`config.mk`:
```
export PLATFORM = sky130hd
export DESIGN_NAME = clk_div_prog
export DESIGN_NICKNAME = d
export VERILOG_FILES = /design/src/rtl/clk_div_pkg.sv /design/src/rtl/clk_div_chan.sv /design/src/rtl/clk_div_prog.sv
export SDC_FILE = /design/constraint.sdc
export NUM_CORES = 1
export LEC_CHECK = 0
export CAP_MARGIN = 20
export CORE_MARGIN = 2
export CORE_UTILIZATION = 65
export CTS_CLUSTER_SIZE = 25
export DETAILED_ROUTE_END_ITERATION = 10
export HOLD_SLACK_MARGIN = 0.12
export PLACE_DENSITY = 0.85
export SETUP_SLACK_MARGIN = 0.5
export SLEW_MARGIN = 20
export SYNTH_ARGS = -nofsm -noshare
export SYNTH_HDL_FRONTEND = slang
export SYNTH_SLANG_ARGS = --single-unit
```
`constraint.sdc`:
```
create_clock -name clk_in -period 12.2 [get_ports clk_in]
set_clock_uncertainty 0.2 [all_clocks]
set_input_delay 1.22 -clock clk_in [delete_from_list [all_inputs] [get_ports clk_in]]
set_output_delay 1.22 -clock clk_in [all_outputs]
set_load 0.05 [all_outputs]
```
`src/rtl/clk_div_pkg.sv`:
```
// Shared helpers for the programmable clock divider: channel-index width and
// divisor clamping.
package clk_div_pkg;

  localparam int unsigned MaxWidth = 32;

  // Width of a channel index; a single channel still gets a 1-bit select.
  function automatic int unsigned ch_idx_w(input int unsigned n);
    return (n > 1) ? $clog2(n) : 1;
  endfunction

  // A zero divisor would never wrap, so it is treated as divide-by-one.
  function automatic logic [MaxWidth-1:0] clamp_div(input logic [MaxWidth-1:0] d);
    return (d == '0) ? MaxWidth'(1) : d;
  endfunction

endpackage

```
`src/rtl/clk_div_chan.sv`:
```
// One divider channel: active/shadow divisor, phase counter, registered
// divided clock and period-start tick.
module clk_div_chan
  import clk_div_pkg::*;
#(
  parameter int unsigned WIDTH       = 16,
  parameter int unsigned DEFAULT_DIV = 2
) (
  input  logic             clk_in,
  input  logic             rst,
  input  logic             en_i,
  input  logic             restart_i,
  input  logic             wr_i,
  input  logic [WIDTH-1:0] wr_div_i,
  output logic             clk_out_o,
  output logic             tick_o,
  output logic             pending_o
);

  localparam logic [WIDTH-1:0] DefDiv = WIDTH'(DEFAULT_DIV);
  localparam logic [WIDTH-1:0] One    = WIDTH'(1);
  localparam logic             DefClk = (DEFAULT_DIV >= 2);

  logic [WIDTH-1:0] cnt_q, cnt_d;
  logic [WIDTH-1:0] div_q, div_d;
  logic [WIDTH-1:0] shd_q, shd_d;
  logic             pnd_q, pnd_d;
  logic             clk_q, clk_d;
  logic             tick_q, tick_d;
  logic             wrap;

  always_comb begin
    wrap   = (cnt_q == (div_q - One));
    cnt_d  = cnt_q;
    div_d  = div_q;
    shd_d  = shd_q;
    pnd_d  = pnd_q;
    tick_d = 1'b0;
    if (restart_i) begin
      cnt_d  = '0;
      tick_d = en_i;
      if (pnd_q) begin
        div_d = shd_q;
        pnd_d = 1'b0;
      end
    end else if (en_i) begin
      if (wrap) begin
        cnt_d  = '0;
        tick_d = 1'b1;
        if (pnd_q) begin
          div_d = shd_q;
          pnd_d = 1'b0;
        end
      end else begin
        cnt_d = cnt_q + One;
      end
    end else if (pnd_q) begin
      // Nothing in progress while disabled, so a pending divisor applies at once.
      div_d = shd_q;
      pnd_d = 1'b0;
      cnt_d = '0;
    end
    // A write on an apply edge re-arms pending and waits for the next boundary.
    if (wr_i) begin
      shd_d = WIDTH'(clamp_div(MaxWidth'(wr_div_i)));
      pnd_d = 1'b1;
    end
    clk_d = en_i ? (cnt_d < (div_d >> 1)) : clk_q;
  end

  always_ff @(posedge clk_in or posedge rst) begin
    if (rst) begin
      cnt_q  <= '0;
      div_q  <= DefDiv;
      shd_q  <= DefDiv;
      pnd_q  <= 1'b0;
      clk_q  <= DefClk;
      tick_q <= 1'b0;
    end else begin
      cnt_q  <= cnt_d;
      div_q  <= div_d;
      shd_q  <= shd_d;
      pnd_q  <= pnd_d;
      clk_q  <= clk_d;
      tick_q <= tick_d;
    end
  end

  assign clk_out_o = clk_q;
  assign tick_o    = tick_q;
  assign pending_o = pnd_q;

endmodule

```
`src/rtl/clk_div_prog.sv`:
```
// Multi-channel runtime-programmable clock divider; decodes the divisor write
// port into per-channel strobes and broadcasts restart.
module clk_div_prog
  import clk_div_pkg::*;
#(
  parameter int unsigned CHANNELS    = 2,
  parameter int unsigned WIDTH       = 16,
  parameter int unsigned DEFAULT_DIV = 2,
  localparam int unsigned ChW        = ch_idx_w(CHANNELS)
) (
  input  logic                clk_in,
  input  logic                rst,
  input  logic [CHANNELS-1:0] en_i,
  input  logic                restart_i,
  input  logic                wr_en_i,
  input  logic [ChW-1:0]      wr_ch_i,
  input  logic [WIDTH-1:0]    wr_div_i,
  output logic [CHANNELS-1:0] clk_out_o,
  output logic [CHANNELS-1:0] tick_o,
  output logic [CHANNELS-1:0] pending_o
);

  for (genvar c = 0; c < CHANNELS; c++) begin : g_chan
    // Out-of-range channel indices match no channel and are dropped.
    logic wr_sel;
    assign wr_sel = wr_en_i && (wr_ch_i == ChW'(c));

    clk_div_chan #(
      .WIDTH       (WIDTH),
      .DEFAULT_DIV (DEFAULT_DIV)
    ) u_chan (
      .clk_in    (clk_in),
      .rst       (rst),
      .en_i      (en_i[c]),
      .restart_i (restart_i),
      .wr_i      (wr_sel),
      .wr_div_i  (wr_div_i),
      .clk_out_o (clk_out_o[c]),
      .tick_o    (tick_o[c]),
      .pending_o (pending_o[c])
    );
  end

endmodule
```
Yosys cells after proc, flatten, opt, wreduce, memory -nomap -nowiden
Index checks and enable logic that the tools add are counted.
- bits in registers: 102
- bits in latches: 0
- memory bits (writable): 0
- bits in read-only memories: 0
- input port bits: 23
- output and inout bits: 6
- logic and storage cells: 61
- memories kept: 0
- $add $sub $neg: 4
- multipliers: 0
- divide/modulo/power cells: 0
- magnitude comparators: 2
- equality and inequality tests: 6
- shift operators: 0
- mux-type cells: 31
- bitwise operators: 1
- reduce and logical (&&, ||, !) cells: 3
- operator list (cell ; number):
    16-bit 2-to-1 mux ; 17
    16-bit by 1-bit adder with 16-bit output (second input constant) ; 2
    16-bit == test ; 2
    16-bit by 15-bit < comparator with 1-bit output ; 2
    16-bit by 1-bit subtractor with 16-bit output (second input constant) ; 2
    16-bit logical NOT ; 1
    1-bit 2-to-1 mux ; 14
    4-bit by 1-bit != test with 1-bit output (second input constant) ; 2
    3-bit by 1-bit != test with 1-bit output (second input constant) ; 2
    1-bit logical AND ; 2
    1-bit inverter ; 1

Logic depth before layout (Yosys ltp)
Gate-level depths: netlist (run 1).
- word-level depth: 6
- depth in mapped cells: 23
- depth with buffers taken out: 21

Cells and area by module
From an unflattened synthesis (run 1), not the netlist that was laid out.
- cells, all modules: 635
- area total of the unflattened synthesis: 6304.8 um^2
- modules (own cells, without submodules) (module ; instances ; cells each ; area each (um^2) ; seq. area each (um^2)):
    clk_div_chan (g_chan[0].u_chan) ; 1 ; 318 ; 3185.6 ; 1280.0
    clk_div_chan (g_chan[1].u_chan) ; 1 ; 315 ; 3103.0 ; 1280.0
    clk_div_prog ; 1 ; 2 ; 16.3 ; 0.0

Worst setup path after synthesis (run 1)
No wires, ideal clock.
- kind: reg2reg
- start: register g_chan[0].u_chan.div_q[0]
- end: register g_chan[0].u_chan.clk_q
- library setup time: 0.061 ns
- arrival: 4.605 ns
- data required time: 11.939 ns
- path slack: 7.334 ns
- stages on the path, launching flop included: 24
- path buffers: 3
- clock period less this slack: 4.866 ns
- cells stage by stage: dfrtp_1 -> inv_1 -> ha_1 -> or4b_1 -> buf_2 -> o31a_1 -> or4b_1 -> nand3_1 -> o211ai_2 -> o211ai_4 -> buf_6 -> buf_6 -> nor2_1 -> o21ai_0 -> o41ai_1 -> ha_1 -> a21o_1 -> a21o_1 -> a21oi_1 -> nand2_1 -> a2111oi_0 -> o2111ai_1 -> a21oi_1 -> o31a_1
- longest elaborated chain between the ends: 6
- elaborated cells on any way between the ends: 9
- those cells by class: add/sub: 1; order compare: 1; eq/ne: 1; mux: 6
- RTL lines (what ; RTL line ; RTL):
    from (decl) ; clk_div_chan.sv:25 ; logic [WIDTH-1:0] div_q, div_d;
    from (signal assigned) ; clk_div_chan.sv:74 ; div_q <= DefDiv;
    from (signal assigned) ; clk_div_chan.sv:81 ; div_q <= div_d;
    16-bit by 1-bit subtractor with 16-bit output ; clk_div_chan.sv:33 ; wrap = (cnt_q == (div_q - One));
    16-bit == test ; clk_div_chan.sv:33 ;
    16-bit 2-to-1 mux ; clk_div_chan.sv:47 ; if (wrap) begin
    16-bit 2-to-1 mux ; clk_div_chan.sv:46 ; end else if (en_i) begin
    16-bit 2-to-1 mux ; clk_div_chan.sv:39 ; if (restart_i) begin
    via g_chan[0].u_chan.cnt_d[5] ; clk_div_chan.sv:24 ; logic [WIDTH-1:0] cnt_q, cnt_d;
    16-bit by 15-bit < comparator with 1-bit output ; clk_div_chan.sv:68 ; clk_d = en_i ? (cnt_d < (div_d >> 1)) : clk_q;
    to (signal assigned) ; clk_div_chan.sv:77 ; clk_q <= DefClk;
    to (signal assigned) ; clk_div_chan.sv:84 ; clk_q <= clk_d;
    to (decl) ; clk_div_chan.sv:28 ; logic clk_q, clk_d;
The timed path passes the listed nets, and every way through them passes these cells. The select of a mux whose other input is x is not followed.
A chain may end at the register's enable or synchronous reset.

Worst setup path after layout (run 1)
- start: register g_chan[0].u_chan.div_q[0]
- end: register g_chan[0].u_chan.clk_q
- longest elaborated chain between the ends: 6
- elaborated cells on any way between the ends: 9
- those cells by class: add/sub: 1; order compare: 1; eq/ne: 1; mux: 6
- RTL lines (what ; RTL line):
    16-bit by 1-bit subtractor with 16-bit output ; clk_div_chan.sv:33
    16-bit == test ; clk_div_chan.sv:33
    16-bit 2-to-1 mux ; clk_div_chan.sv:47
    16-bit 2-to-1 mux ; clk_div_chan.sv:46
    16-bit 2-to-1 mux ; clk_div_chan.sv:39
    via g_chan[0].u_chan.div_d[10] ; clk_div_chan.sv:25
    16-bit by 15-bit < comparator with 1-bit output ; clk_div_chan.sv:68
The timed path passes the listed nets, and every way through them passes these cells. The select of a mux whose other input is x is not followed.

==> results of run 1 <==
## through the flow
step,area (µm²),hold slack [ns]
finish,6780,0.319
detailed placement,6590,0.294
global placement,6590,0.291
CTS,6780,0.319
floorplan,6280,0.246
global route,6780,0.343
## cells by family after synthesis
family / count (synthesis) / share of synthesized area
XOR/XNOR: 42 / 0.0586
AO/OA/AOI/OAI: 135 / 0.138
AND/OR/NAND/NOR: 196 / 0.170
multiplexers: 62 / 0.107
buffers and inverters: 73 / 0.0540
flip-flops: 102 / 0.408
adder cells (fa/ha/maj): 32 / 0.0638
## sequential cells by signal, indices dropped and copies added (netlist names)
| register | flops |
|---|---|
| g_chan.u_chan.tick_o | 2 |
| g_chan.u_chan.clk_out_o | 2 |
| g_chan.u_chan.div_q | 32 |
| g_chan.u_chan.shd_q | 32 |
| g_chan.u_chan.cnt_q | 32 |
| g_chan.u_chan.pending_o | 2 |
## final cells by class
cell class,instances,share of cell area
Tap cell,129,0.0238
Timing Repair Buffer,32,0.0458
Inverter,46,0.0258
Multi-Input combinational cell,467,0.499
Clock buffer,9,0.0183
Clock inverter,7,0.00997
Sequential cell,102,0.378
## placed cells by master (no fill, tap or decap), drive strengths merged, types with 3 or more instances in the layout
master,netlist,layout
dfrtp,96,96
o21ai,61,61
inv,46,48
nor2,43,43
mux2,40,40
ha,32,32
clkdlybuf4s50,0,28
nand2,28,28
xnor2,25,25
mux2i,22,22
nor3,17,17
xor2,17,17
nand3,17,17
a21oi,17,17
and3,16,16
a21o,14,14
nor4,12,12
nand4,11,11
nor2b,10,10
nand2b,9,9
clkbuf,11,9
o31ai,9,9
a31oi,6,6
or3,6,6
or4,6,6
dfstp,6,6
clkinv,0,5
o31a,4,4
buf,16,4
and2,4,4
o211ai,4,4
nand3b,3,3
and4,3,3
nor4b,3,3
## metal layers
| metal | routed length, µm | track usage | up-vias |
|---|---|---|---|
| li1 | - | - | 2341 |
| met1 | 7050 | 0.457 | 2539 |
| met2 | 7320 | 0.501 | 229 |
| met3 | 1210 | 0.0643 | 27 |
| met4 | 214 | 0.0800 | 0 |
| met5 | 0 | 0 | - |
## cells in the mapped netlist, types with 11 or more instances
cell type / instances
a21o_1: 14
a21oi_1: 17
and3_1: 16
clkbuf_1: 11
dfrtp_1: 96
ha_1: 32
inv_1: 46
mux2_2: 40
mux2i_1: 21
nand2_1: 26
nand3_1: 17
nand4_1: 11
nor2_1: 43
nor3_1: 17
nor4_1: 11
o21ai_0: 59
xnor2_1: 25
xor2_1: 17
## critical path, stage by stage, from the launching register on
cell and delay, ns:
dfrtp_1 0.45, inv_1 0.08, ha_1 0.20, or4b_1 0.61
o31a_1 0.32, or4b_1 0.51, nand3_1 0.12, o211ai_2 0.14
o211ai_4 0.65, nand2_4 0.31, mux2_2 0.36, inv_1 0.06
ha_1 0.23, a21o_1 0.16, a21o_1 0.17, a21oi_1 0.18
nand2_1 0.08, a2111oi_0 0.59, nand3_1 0.16, nor3b_1 0.26
o31a_1 0.15
## how the worst min path moves through the flow
| stage | endpoint | slack, ns | depth (start not counted) |
|---|---|---|---|
| CTS | g_chan[1].u_chan.shd_q[10] | 0.32 | 1 |
| global placement | g_chan[1].u_chan.shd_q[14] | 0.29 | 1 |
| global route | g_chan[1].u_chan.shd_q[10] | 0.34 | 1 |
| finish | g_chan[1].u_chan.shd_q[10] | 0.32 | 1 |
| detailed placement | g_chan[1].u_chan.shd_q[10] | 0.29 | 1 |
| floorplan | g_chan[1].u_chan.shd_q[0] | 0.25 | 2 |
## power by group
part / leakage [µW] / internal (µW) / switching, µW / total (µW)
Sequential: 0.00127 / 388 / 71.1 / 459
Combinational: 0.00177 / 115 / 144 / 259
Clock: 0.0000984 / 79.0 / 135 / 213
Total: 0.00314 / 581 / 350 / 931
==> metrics list, run 1 <==
- Top-area cell type share of the netlist area: 0.383
- The tool flagged a number of max-cap violations equal to 0.
* Areal power density over the cells: 137 nW/µm²
* Instance count after placement with tap cells included: 776
* Vias post-DR: 5,136
- GR Overflow Total: 0
* DP Worst Slack: 6.32 ns
* Clock transition at the registers of the reported paths: approximately 0.11 ns
- CTS root buf: clkbuf_8
- Die outline area: 10,500 µm²
- Number of DRC markers after the initial detailed-route iteration: 416
- Cts repair resizes: 0
- Routability-driven placement finished with a final weighted congestion of 0.934.
* Count of different cell masters after synthesis: 67
* CTS sink cnt: 102
- Sequential fraction of the synthesis area: 0.408
- Num CTS Buffers: 9
* Die H: 102 µm
- The startpoint identified for the worst register-to-register timing path is g_chan[0].u_chan.div_q[0].
* Cells after Synth: 642
- By area the synthesized netlist is led by dfrtp_1 38%, mux2_2 7.2%, ha_1 6.4%.
* Sequential cell area: 2560 µm²
- For the pin with the worst max-slew slack, the measured transition is 0.943 ns.
* Estimated wirelength of the detail-placed design: about 12,000 µm
- Number of antenna violations at the first check in global routing: 1
- Synthesized flop and latch total: 102
- After clock tree synthesis, the setup repair step added 0 buffers.
- ANT cells: 0
- The most critical setup path has its endpoint at g_chan[0].u_chan.clk_out_o.
- The number of slew-limit violations in the final report came to 0.
- Post-synthesis instance area: 6280 µm²
* X dimension of the die: 102 µm
- Peak Freq: 165 MHz
- Post-synthesis async set-or-reset flop share: 1.00
- In the routed design, unresolved DRC markers number 0.
- Fraction of final layout cells sized beyond drive strength 1: 0.118
- Classification of the worst-slack hold path: reg -> reg
- The filler cells instantiated in the layout total slightly above 700.
* Period utilization: 0.496
- Arrival @ worst endpoint: 6.18 ns
- IR analysis of the VDD net gives a maximum drop of between 0.09 and 0.1 mV.
- When the netlist entered floorplanning its net count stood at 697.
- At the worst endpoint, the required time is 12.33 ns.
- Setup slack on the critical path of the routed design comes to around 6 ns.
- Once layout is complete, the cells apart from fillers number 792.
- The startpoint identified for the worst hold timing path is g_chan[1].u_chan.shd_q[10].
- The setup path with the least slack is of type reg -> reg.
- The worst setup path is launched from a flip-flop.
* Run status: completed
* Overall routing resource usage: 0.318
* Remaining antenna violation count after routing: 0
* Final Hold Viols: 0
- Total area of multi-input combinational cells: 3380 µm²
* Final Core Density: 0.730
* Launching element of the worst setup path: g_chan[0].u_chan.div_q[0]
- In this run, synthesis inferred 0 flip-flops with an integrated enable.
- Routed WL per cell: approximately 20 µm
* Count of synthesis-stage warnings from yosys: 0
- Via count normalized by instance count: 6.48
- Number of standard-cell rows in the floorplan: 35
- Number of buffer cells added on primary ports: 28
- Headroom to the max-slew limit came out at 0.372.
- Summing internal, switching and leakage power gives roughly 930 µW.
- The synthesized design spends more area on one cell type than any other, namely dfrtp_1.
* Final critical delay including setup and external delays: slightly above 6 ns
- In this run the count of I/O pins placed on the die edge is 29.
* Synth Flop Type: dfrtp_1
- For this configuration, the core starts out at a cell density of 0.676.
- The longest clock path from root to sink contains 2 buffers.
- Final count of negative-setup-slack endpoints: 0
* Largest fanout on the critical path: 29
- Element type at the critical path end: flip-flop
- Maximum number of pins on one net before global-route repair: between 70 and 80
- Number of levels in the clock H-tree: 3
- Vias in the first global route: 4,811
- Area growth from synthesis to layout: 7.95%
- Capture point of the worst reg-to-reg path: g_chan[0].u_chan.clk_out_o
* Hold Buf Count CTS: 0
- In the final timing run, aggregate negative setup slack is 0 ns.
- The number of cells on the worst reg-to-reg path is 20.
- Clock Latency Late Sink: between 0.3 and 0.4 ns
* Number of nets in the layout: 713
* Mean cell area of the mapped netlist: 9.78 µm²
- Total detailed-routing wirelength: 15,800 µm
- Setup repair after global routing left no endpoint under its margin.
- Slack of the worst reg-to-reg path: 6.15 ns
* Core area: 9280 µm²
* Wire length of the first global-routing pass: 25,200 µm
- TritonCTS built the clock tree.
* Leakage power summed over all cells: between 0.003 and 0.004 µW
* First drt pass iteration count: 5
(Power assumes the default switching activity.)
==> run 2, diff against run 1 <==
--- a/config.mk
+++ b/config.mk
@@ -7,11 +7,11 @@
 export LEC_CHECK = 0
 export CAP_MARGIN = 20
 export CORE_MARGIN = 2
-export CORE_UTILIZATION = 65
+export CORE_UTILIZATION = 61
 export CTS_CLUSTER_SIZE = 25
 export DETAILED_ROUTE_END_ITERATION = 10
 export HOLD_SLACK_MARGIN = 0.12
-export PLACE_DENSITY = 0.85
+export PLACE_DENSITY = 0.8
 export SETUP_SLACK_MARGIN = 0.5
 export SLEW_MARGIN = 20
 export SYNTH_ARGS = -nofsm -noshare
==> constraint.sdc (replaced) <==
create_clock -name clk_in -period 6.1 [get_ports clk_in]
set_clock_uncertainty 0.2 [all_clocks]
set_input_delay 0.61 -clock clk_in [delete_from_list [all_inputs] [get_ports clk_in]]
set_output_delay 0.61 -clock clk_in [all_outputs]
set_load 0.05 [all_outputs]
==> run 2 against run 1 <==
  * Combinational power grew 100%
  * Via count is 2.8% lower
  * First-iteration DRC count fell by 0.96%
  * Critical path type unchanged
  * Highest routed layer unchanged
==> metrics list, run 2 (same netlist as run 1, synthesis figures left out) <==
- Run status: completed
* Via count normalized by instance count: 6.20 (-4.4%)
* Sw power: 661 µW (+89%)
- Most frequent cells in the layout: 96 x dfrtp_1, 59 x o21ai_0, 45 x inv_1
* Number of standard-cell rows in the floorplan: 37 (+5.7%)
* Clock transition at the registers of the reported paths: 0.10 ns (about the same)
* Biggest regs: g_chan.u_chan.cnt_q x32, g_chan.u_chan.div_q x32, g_chan.u_chan.shd_q x32
- Areal power density over the cells: 266 nW/µm² (+94%)
- The number of H-tree levels was 3 (unchanged).
* Arrival @ worst endpoint: 5.35 ns (-0.83 ns)
- CTS sink cnt: 102 (unchanged)
* CTS root buf: clkbuf_8
- Final weighted congestion in routability-driven placement: 0.890 (-4.7%)
- The final hold slack was 0.295 ns (-0.0239 ns).
- The iteration-0 DRC count of the detailed router was 412 (-0.96%).
- Wire length of the first global-routing pass: 24,500 µm (-2.7%)
- The I/O pin total came to 29 (unchanged).
- The detailed-route wire length per cell came to 18.7 µm (-6.4%).
* Period utilization: 0.858 (+0.362)
- Most Used Layer, Global Route: met1
- Remaining antenna violation count after routing: 0 (unchanged)
* Final-layout fill cell count: 796 (+12%)
- The actual slew at the worst max-slew pin came to 0.890 ns (-0.0523 ns).
- Element type at the critical path start: flip-flop
- The effective utilization at floorplan was 0.619 (-0.0570).
- Number of antenna violations at the first check in global routing: 0 (-1)
- Leakage power summed over all cells: 0.00315 µW (+0.51%)
* Fraction of met1 tracks used by global routing: 0.430 (-0.0271)
* Largest fanout on the critical path: 9 (-69%)
- The number of slew-limit violations in the final report came to 0 (unchanged).
- The relative slew slack was 0.406 (+0.0349).
* Maximum clock path buffer count: 2 (unchanged)
* Final Hold Viols: 0 (unchanged)
- Kind of critical path: reg -> reg
- Maximum number of pins on one net before global-route repair: 69 (-9.2%)
* Most common library cell in the layout ignoring fill and taps: dfrtp_1
- The DRC violation count after routing was 0 (unchanged).
* Vias post-DR: 4,990 (-2.8%)
- The switching portion of total power was 0.363 (-0.0120).
- The die area came to 11,100 µm² (+6.3%).
- Core area: 10,100 µm² (+9.2%)
- Fraction of final layout cells sized beyond drive strength 1: 0.129 (+0.0109)
* X dimension of the die: 105 µm (+3.1%)
* Clock tree from TritonCTS: built
- Worst voltage drop across the vdd grid: 0.178 mV (+93%)
- Sequential group share of total power: 0.501 (+0.008)
- The total overflow reported by the global router came to 0 (unchanged).
- Placement-stage cell area: 6620 µm² (+0.59%)
- Estimated wirelength of the detail-placed design: 11,400 µm (-3.8%)
- Vias in the first global route: 4,717 (-2.0%)
- Number of nets in the layout: 719 (+0.84%)
* Num CTS Buffers: 9 (unchanged)
* Peak Freq: 191 MHz (+16%)
- Die H: 105 µm (+3.1%)
* Internal power contribution: 1160 µW (+99%)
- The final routed wirelength across all metal layers was 15,000 µm (-4.9%).
* Part of the power in the clock network: 0.214 (-0.015)
- The count of antenna diodes in the layout is 0 (unchanged).
* Setup total negative slack: 0 ns (unchanged)
- Met3 routing resource usage after global routing: 0.0359 (-0.0284)
- The later-pin clock latency in the skew report is 0.37 ns (about the same).
- Setup repair after global routing left no endpoint under its margin.
- The number of hold buffers added after cts came to 0 (unchanged).
- Final critical delay including setup and external delays: 5.23 ns (-0.814 ns)
- Classification of the worst-slack hold path: reg -> reg
- The first-pass iteration count of the detailed router is 5 (unchanged).
* CP Data Required Time: 6.21 ns (-6.12 ns)
- The count of final setup violators is 0 (unchanged).
* Final standard cell area without fillers: 6830 µm² (+0.74%)
- Overall routing resource usage: 0.282 (-0.0364)
- The combinational power share came to 0.284 (+0.006).
- The total of buffers placed on input and output ports is 28 (unchanged).
- The total of max-cap violations is 0 (unchanged).
- STA classifies the critical path endpoint as a flip-flop.
- GR met2 Demand/Resource: 0.422 (-0.0784)
- Area growth from synthesis to layout: 8.75%
-- run 2: power by group through the flow --
stage	clock (µW)	sequential [µW]	combinational (µW)
after floorplan	0	865	406
after global placement	0	914	485
after detailed placement	0	921	506
after CTS	398	907	509
after global routing	428	925	574
final	390	912	517
-- run 2: worst max-delay path, cell delays in order, from the launching register on --
cell	delay, ns
dfrtp_1	0.47
inv_1	0.09
ha_1	0.20
nor4b_2	0.44
and2_0	0.38
and3_1	0.21
o21ai_0	0.13
a2111o_1	0.47
o31a_1	0.47
a21o_1	0.20
nand2_1	0.06
o31ai_1	0.10
ha_1	0.33
a21o_1	0.16
a21o_1	0.17
a21o_1	0.17
a21oi_1	0.13
nor2b_1	0.07
o21ai_0	0.20
a31oi_1	0.12
a211o_1	0.28
a21oi_1	0.12
-- run 2: final cells by class --
type                            instances  area, µm²  area share
Tap cell                              136        170      0.0249
Inverter                               46        175      0.0257
Sequential cell                       102       2560       0.375
Timing Repair Buffer                   38        359      0.0526
Multi-Input combinational cell        467       3390       0.496
Clock buffer                            9        124      0.0181
Clock inverter                          7       50.0     0.00733
-- run 2: timing repair --
item / CTS / global route
setup buffers: 0 / 2
gates resized for setup: 0 / 4
hold endpoints to repair: 0 / 0
setup endpoints to repair: 0 / 1
-- run 2: metrics by stage --
stage	setup WS, ns	power [µW]	util	instances
finish	0.866	1820	0.673	805
CTS	0.502	1810	0.670	803
detailed placement	0.551	1430	0.653	787
global placement	0.824	1400	0.653	787
global route	0.510	1930	0.673	805
floorplan	1.23	1270	-	642
-- run 2: metal layers --
metal | part of all wire | up-vias
met1 | 0.47 | 2434
li1 | - | 2345
met2 | 0.45 | 190
met5 | 0 | -
met4 | 0.016 | 0
met3 | 0.064 | 21
-- run 2: worst paths after layout --
path | cells past startpoint | to | from | slack, ns
min in group asynchronous | 2 | g_chan[1].u_chan.shd_q[5] | rst | 0.39
worst max register to register | 21 | g_chan[1].u_chan.clk_out_o | g_chan[1].u_chan.div_q[0] | 0.87
worst max-delay path | 21 | g_chan[1].u_chan.clk_out_o | g_chan[1].u_chan.div_q[0] | 0.87
worst min register to register | 2 | g_chan[1].u_chan.shd_q[0] | g_chan[1].u_chan.shd_q[0] | 0.29
max in group asynchronous | 3 | g_chan[0].u_chan.cnt_q[0] | rst | 4.09
worst min-delay path | 2 | g_chan[1].u_chan.shd_q[0] | g_chan[1].u_chan.shd_q[0] | 0.29
==> run 3, diff against run 2 <==
--- a/config.mk
+++ b/config.mk
@@ -7,11 +7,11 @@
 export LEC_CHECK = 0
 export CAP_MARGIN = 20
 export CORE_MARGIN = 2
-export CORE_UTILIZATION = 61
-export CTS_CLUSTER_SIZE = 25
+export CORE_UTILIZATION = 55
+export CTS_BUF_LIST = sky130_fd_sc_hd__clkbuf_16
 export DETAILED_ROUTE_END_ITERATION = 10
 export HOLD_SLACK_MARGIN = 0.12
-export PLACE_DENSITY = 0.8
+export PLACE_DENSITY = 0.77
 export SETUP_SLACK_MARGIN = 0.5
 export SLEW_MARGIN = 20
 export SYNTH_ARGS = -nofsm -noshare
==> constraint.sdc (replaced) <==
create_clock -name clk_in -period 4.8 [get_ports clk_in]
set_clock_uncertainty 0.2 [all_clocks]
set_input_delay 0.48 -clock clk_in [delete_from_list [all_inputs] [get_ports clk_in]]
set_output_delay 0.48 -clock clk_in [all_outputs]
set_load 0.05 [all_outputs]
==> run 3 against run 2 <==
  * The run now ends with setup timing left
  * Setup slack worse by 1.0 ns
  * Wire length up 12%
  * First-iteration DRC count grew 8.7%
  * Core utilization is 0.52 points lower
  * Flip-flop and latch count is the same
  * Non-clock buffer count rose by 37
  * Sequential power up 24%
  * Global-route usage decreased by 0.44 points
  * Combinational power rose by 66%
  * Clock power up 90%
  * Critical endpoint is now g_chan[0].u_chan.clk_out_o
==> metrics list, run 3 (same netlist as run 1, synthesis figures left out) <==
- Die outline area: 12,300 µm² (+10%)
- Number of antenna violations at the first check in global routing: 0 (unchanged)
- The number of buffers on the longest clock path was 2 (unchanged).
- The maximum fanout along the worst path was 6 (-3).
* Fraction of power spent switching nets: 0.357 (-0.00604)
- The routability-driven placement congestion ratio came to 0.928 (+4.3%).
* CP Data Required Time: 4.89 ns (-1.32 ns)
- The total overflow reported by the global router was 0 (unchanged).
- Number of buffer cells added on primary ports: 28 (unchanged)
- The largest net degree at the start of global routing came to 84 (+22%).
- The critical path data arrival time was 5.04 ns (-0.31 ns).
- Via count normalized by instance count: 6.31 (+1.8%)
- Number of nets in the layout: 756 (+5.1%)
- Clock tree from TritonCTS: built
* Final count of negative-setup-slack endpoints: 1 (+1)
* Most frequent cells in the layout: 96 x dfrtp_1, 49 x o21ai_0, 41 x inv_1
- The iteration-0 DRC count of the detailed router was 448 (+8.7%).
- The checks that failed: setup timing.
* Clock transition at the registers of the reported paths: 0.08 ns (-0.02 ns)
- The actual slew at the worst max-slew pin came to 0.754 ns (-0.136 ns).
- The static leakage power is 0.00347 µW (+10%).
* Element type at the critical path end: flip-flop
- CTS placed an instance of clkbuf_16 at the clock tree root.
- Part of the power in the clock network: 0.271 (+0.057)
* Worst Slack Setup Final: -0.150 ns (-1.02 ns)
- Clock Latency Late Sink: 0.36 ns (about the same)
- Count of pins over their slew limit: 0 (unchanged)
- Routed WL per cell: 19.9 µm (+6.3%)
* Final critical delay including setup and external delays: 4.95 ns (-0.284 ns)
* Internal power contribution: 1760 µW (+52%)
- The total design power was 2730 µW (+50%).
- The via count of the first global-routing pass is 5,224 (+11%).
* Core area: 11,300 µm² (+11%)
- The effective utilization at floorplan came to 0.557 (-0.0623).
* Vias post-DR: 5,358 (+7.4%)
- The hold violation total from the final report was 0 (unchanged).
- Logic pwr share: 0.314 (+0.030)
- Remaining antenna violation count after routing: 0 (unchanged)
- Overall routing resource usage: 0.278 (-0.00444)
* Crit Reg-Reg Startpoint: g_chan[0].u_chan.div_q[0]
* X dimension of the die: 111 µm (+5.1%)
- The total of max-cap violations was 0 (unchanged).
- The first-pass iteration count of the detailed router was 5 (unchanged).
- Run status: complete, but fails checks
* Sw power: 977 µW (+48%)
- CTS sink cnt: 102 (unchanged)
* ANT cells: 0 (unchanged)
* Unrepaired setup endpoints after global routing: yes
- The sequential cell fraction of total power came to 0.415 (-0.086).
- The worst setup path is launched from a flip-flop.
* Last element of the critical path: g_chan[0].u_chan.clk_out_o
* Number of levels in the clock H-tree: 3 (unchanged)
* Estimated wirelength of the detail-placed design: 11,800 µm (+3.4%)
* Most common library cell in the layout ignoring fill and taps: dfrtp_1
- # DRC: 0 (unchanged)
- DP Worst Slack: -0.190 ns (-0.741 ns)
- Num CTS Buffers: 9 (unchanged)
- Capture point of the worst reg-to-reg path: g_chan[0].u_chan.clk_out_o
- The final cycle utilization of the critical path came to 1.03 (+0.173).
* Fraction of final layout cells sized beyond drive strength 1: 0.227 (+0.0981)
- The tightest min-delay check is of the reg -> reg type.
- The die span in y was 111 µm (+5.1%).
- The critical path in this run is classified as reg -> reg.
- Areal power density over the cells: 363 nW/µm² (+36%)
- The final routed wirelength across all metal layers is 16,900 µm (+12%).
- Slack of the worst reg-to-reg path: -0.15 ns (-1.02 ns)
- The achievable clock frequency is 202 MHz (+5.7%).
- Wire length of the first global-routing pass: 27,200 µm (+11%)
* Biggest regs: g_chan.u_chan.cnt_q x32, g_chan.u_chan.div_q x32, g_chan.u_chan.shd_q x32
- Number of cell instances on the worst register-to-register path: 22 (+4.8%)
- Launching element of the worst setup path: g_chan[0].u_chan.div_q[0]
- The area growth from synthesis to layout is 20.0%.
- Number of standard-cell rows in the floorplan: 39 (+5.4%)
* Rel. slew slack: 0.497 (+0.0909)
* Number of I/O pins: 29 (unchanged)
- The maximum vdd ir drop came to 0.243 mV (+36%).
==> run 3: cell count changes in the layout (fill, tap and decap cells not counted), moves of 5 or more <==
cell and change:
o21ai_0 -10, buf_6 +5, o21ai_1 +9, buf_4 +30, clkbuf_8 -9, clkbuf_16 +9, ha_1 -5
==> run 3: timing repair <==
item                       in CTS  in global routing
cloned                          1                  0
resized for setup              36                 23
hold buffers                    0                  0
setup endpoints to repair       2                  2
setup buffers                  15                  4
pin swaps                      19                 24
==> run 3: per-stage QoR <==
| stage | cells | cell area (µm²) | TNS (ns) | hold WS, ns | utilization |
|---|---|---|---|---|---|
| 6_report | 849 | 7530 | -0.150 | 0.308 | 0.668 |
| 5_1_grt | 849 | 7530 | -0.377 | 0.329 | 0.668 |
| 4_1_cts | 845 | 7410 | 0 | 0.312 | 0.657 |
| 3_5_place_dp | 813 | 6830 | -0.190 | 0.295 | 0.606 |
| 3_3_place_gp | 813 | 6830 | -0.0340 | 0.289 | 0.606 |
| 2_1_floorplan | 642 | 6320 | 0 | 0.246 | - |
==> run 3: worst min-delay path by stage <==
stage / start / to / slack [ns] / cells after the start
CTS: g_chan[1].u_chan.shd_q[14] / g_chan[1].u_chan.shd_q[14] / 0.31 / 1
global placement: g_chan[1].u_chan.shd_q[12] / g_chan[1].u_chan.shd_q[12] / 0.29 / 1
floorplan: g_chan[1].u_chan.shd_q[0] / g_chan[1].u_chan.shd_q[0] / 0.25 / 2
detailed placement: g_chan[1].u_chan.shd_q[14] / g_chan[1].u_chan.shd_q[14] / 0.30 / 1
global route: g_chan[1].u_chan.shd_q[12] / g_chan[1].u_chan.shd_q[12] / 0.33 / 1
finish: g_chan[1].u_chan.shd_q[10] / g_chan[1].u_chan.shd_q[10] / 0.31 / 1
==> run 3: area by class of cell <==
type | instances | area (µm²)
fill | 834 | 3740
clock inverter | 7 | 75.1
timing repair buffer | 75 | 693
tap | 143 | 179
multi-input combinational | 467 | 3620
sequential | 102 | 2560
inverter | 46 | 180
clock buffer | 9 | 225
==> run 3: routing by layer <==
layer  share of wire  GRT usage  up-vias
li1                -          -     2416
met1            0.43      0.389     2631
met2            0.46      0.427      263
met3           0.080     0.0590       48
met4           0.030      0.105        0
met5               0          0        -
==> run 3: worst max-delay path, stage by stage, from the launching register on <==
cell and delay, ns:
dfrtp_1 0.39, inv_2 0.07, ha_4 0.13, or4b_4 0.50, buf_6 0.16, nor4_4 0.24, xnor2_2 0.13, a211oi_2 0.28
nand4_1 0.24, o211ai_4 0.29, buf_6 0.16, nand2_8 0.07, buf_6 0.17, mux2i_1 0.19, ha_2 0.24, a21o_1 0.17
a21o_1 0.16, a21oi_2 0.17, nand2_2 0.10, a2111oi_4 0.33, nand3_1 0.15, nor3b_2 0.19, o31a_1 0.16
==> run 3: power groups by stage <==
stage / logic, µW / registers (µW) / clock network [µW]
floorplan: 527 / 1100 / 0
global placement: 708 / 1130 / 0
detailed placement: 736 / 1140 / 0
CTS: 813 / 1120 / 748
global route: 937 / 1150 / 783
finish: 859 / 1130 / 741
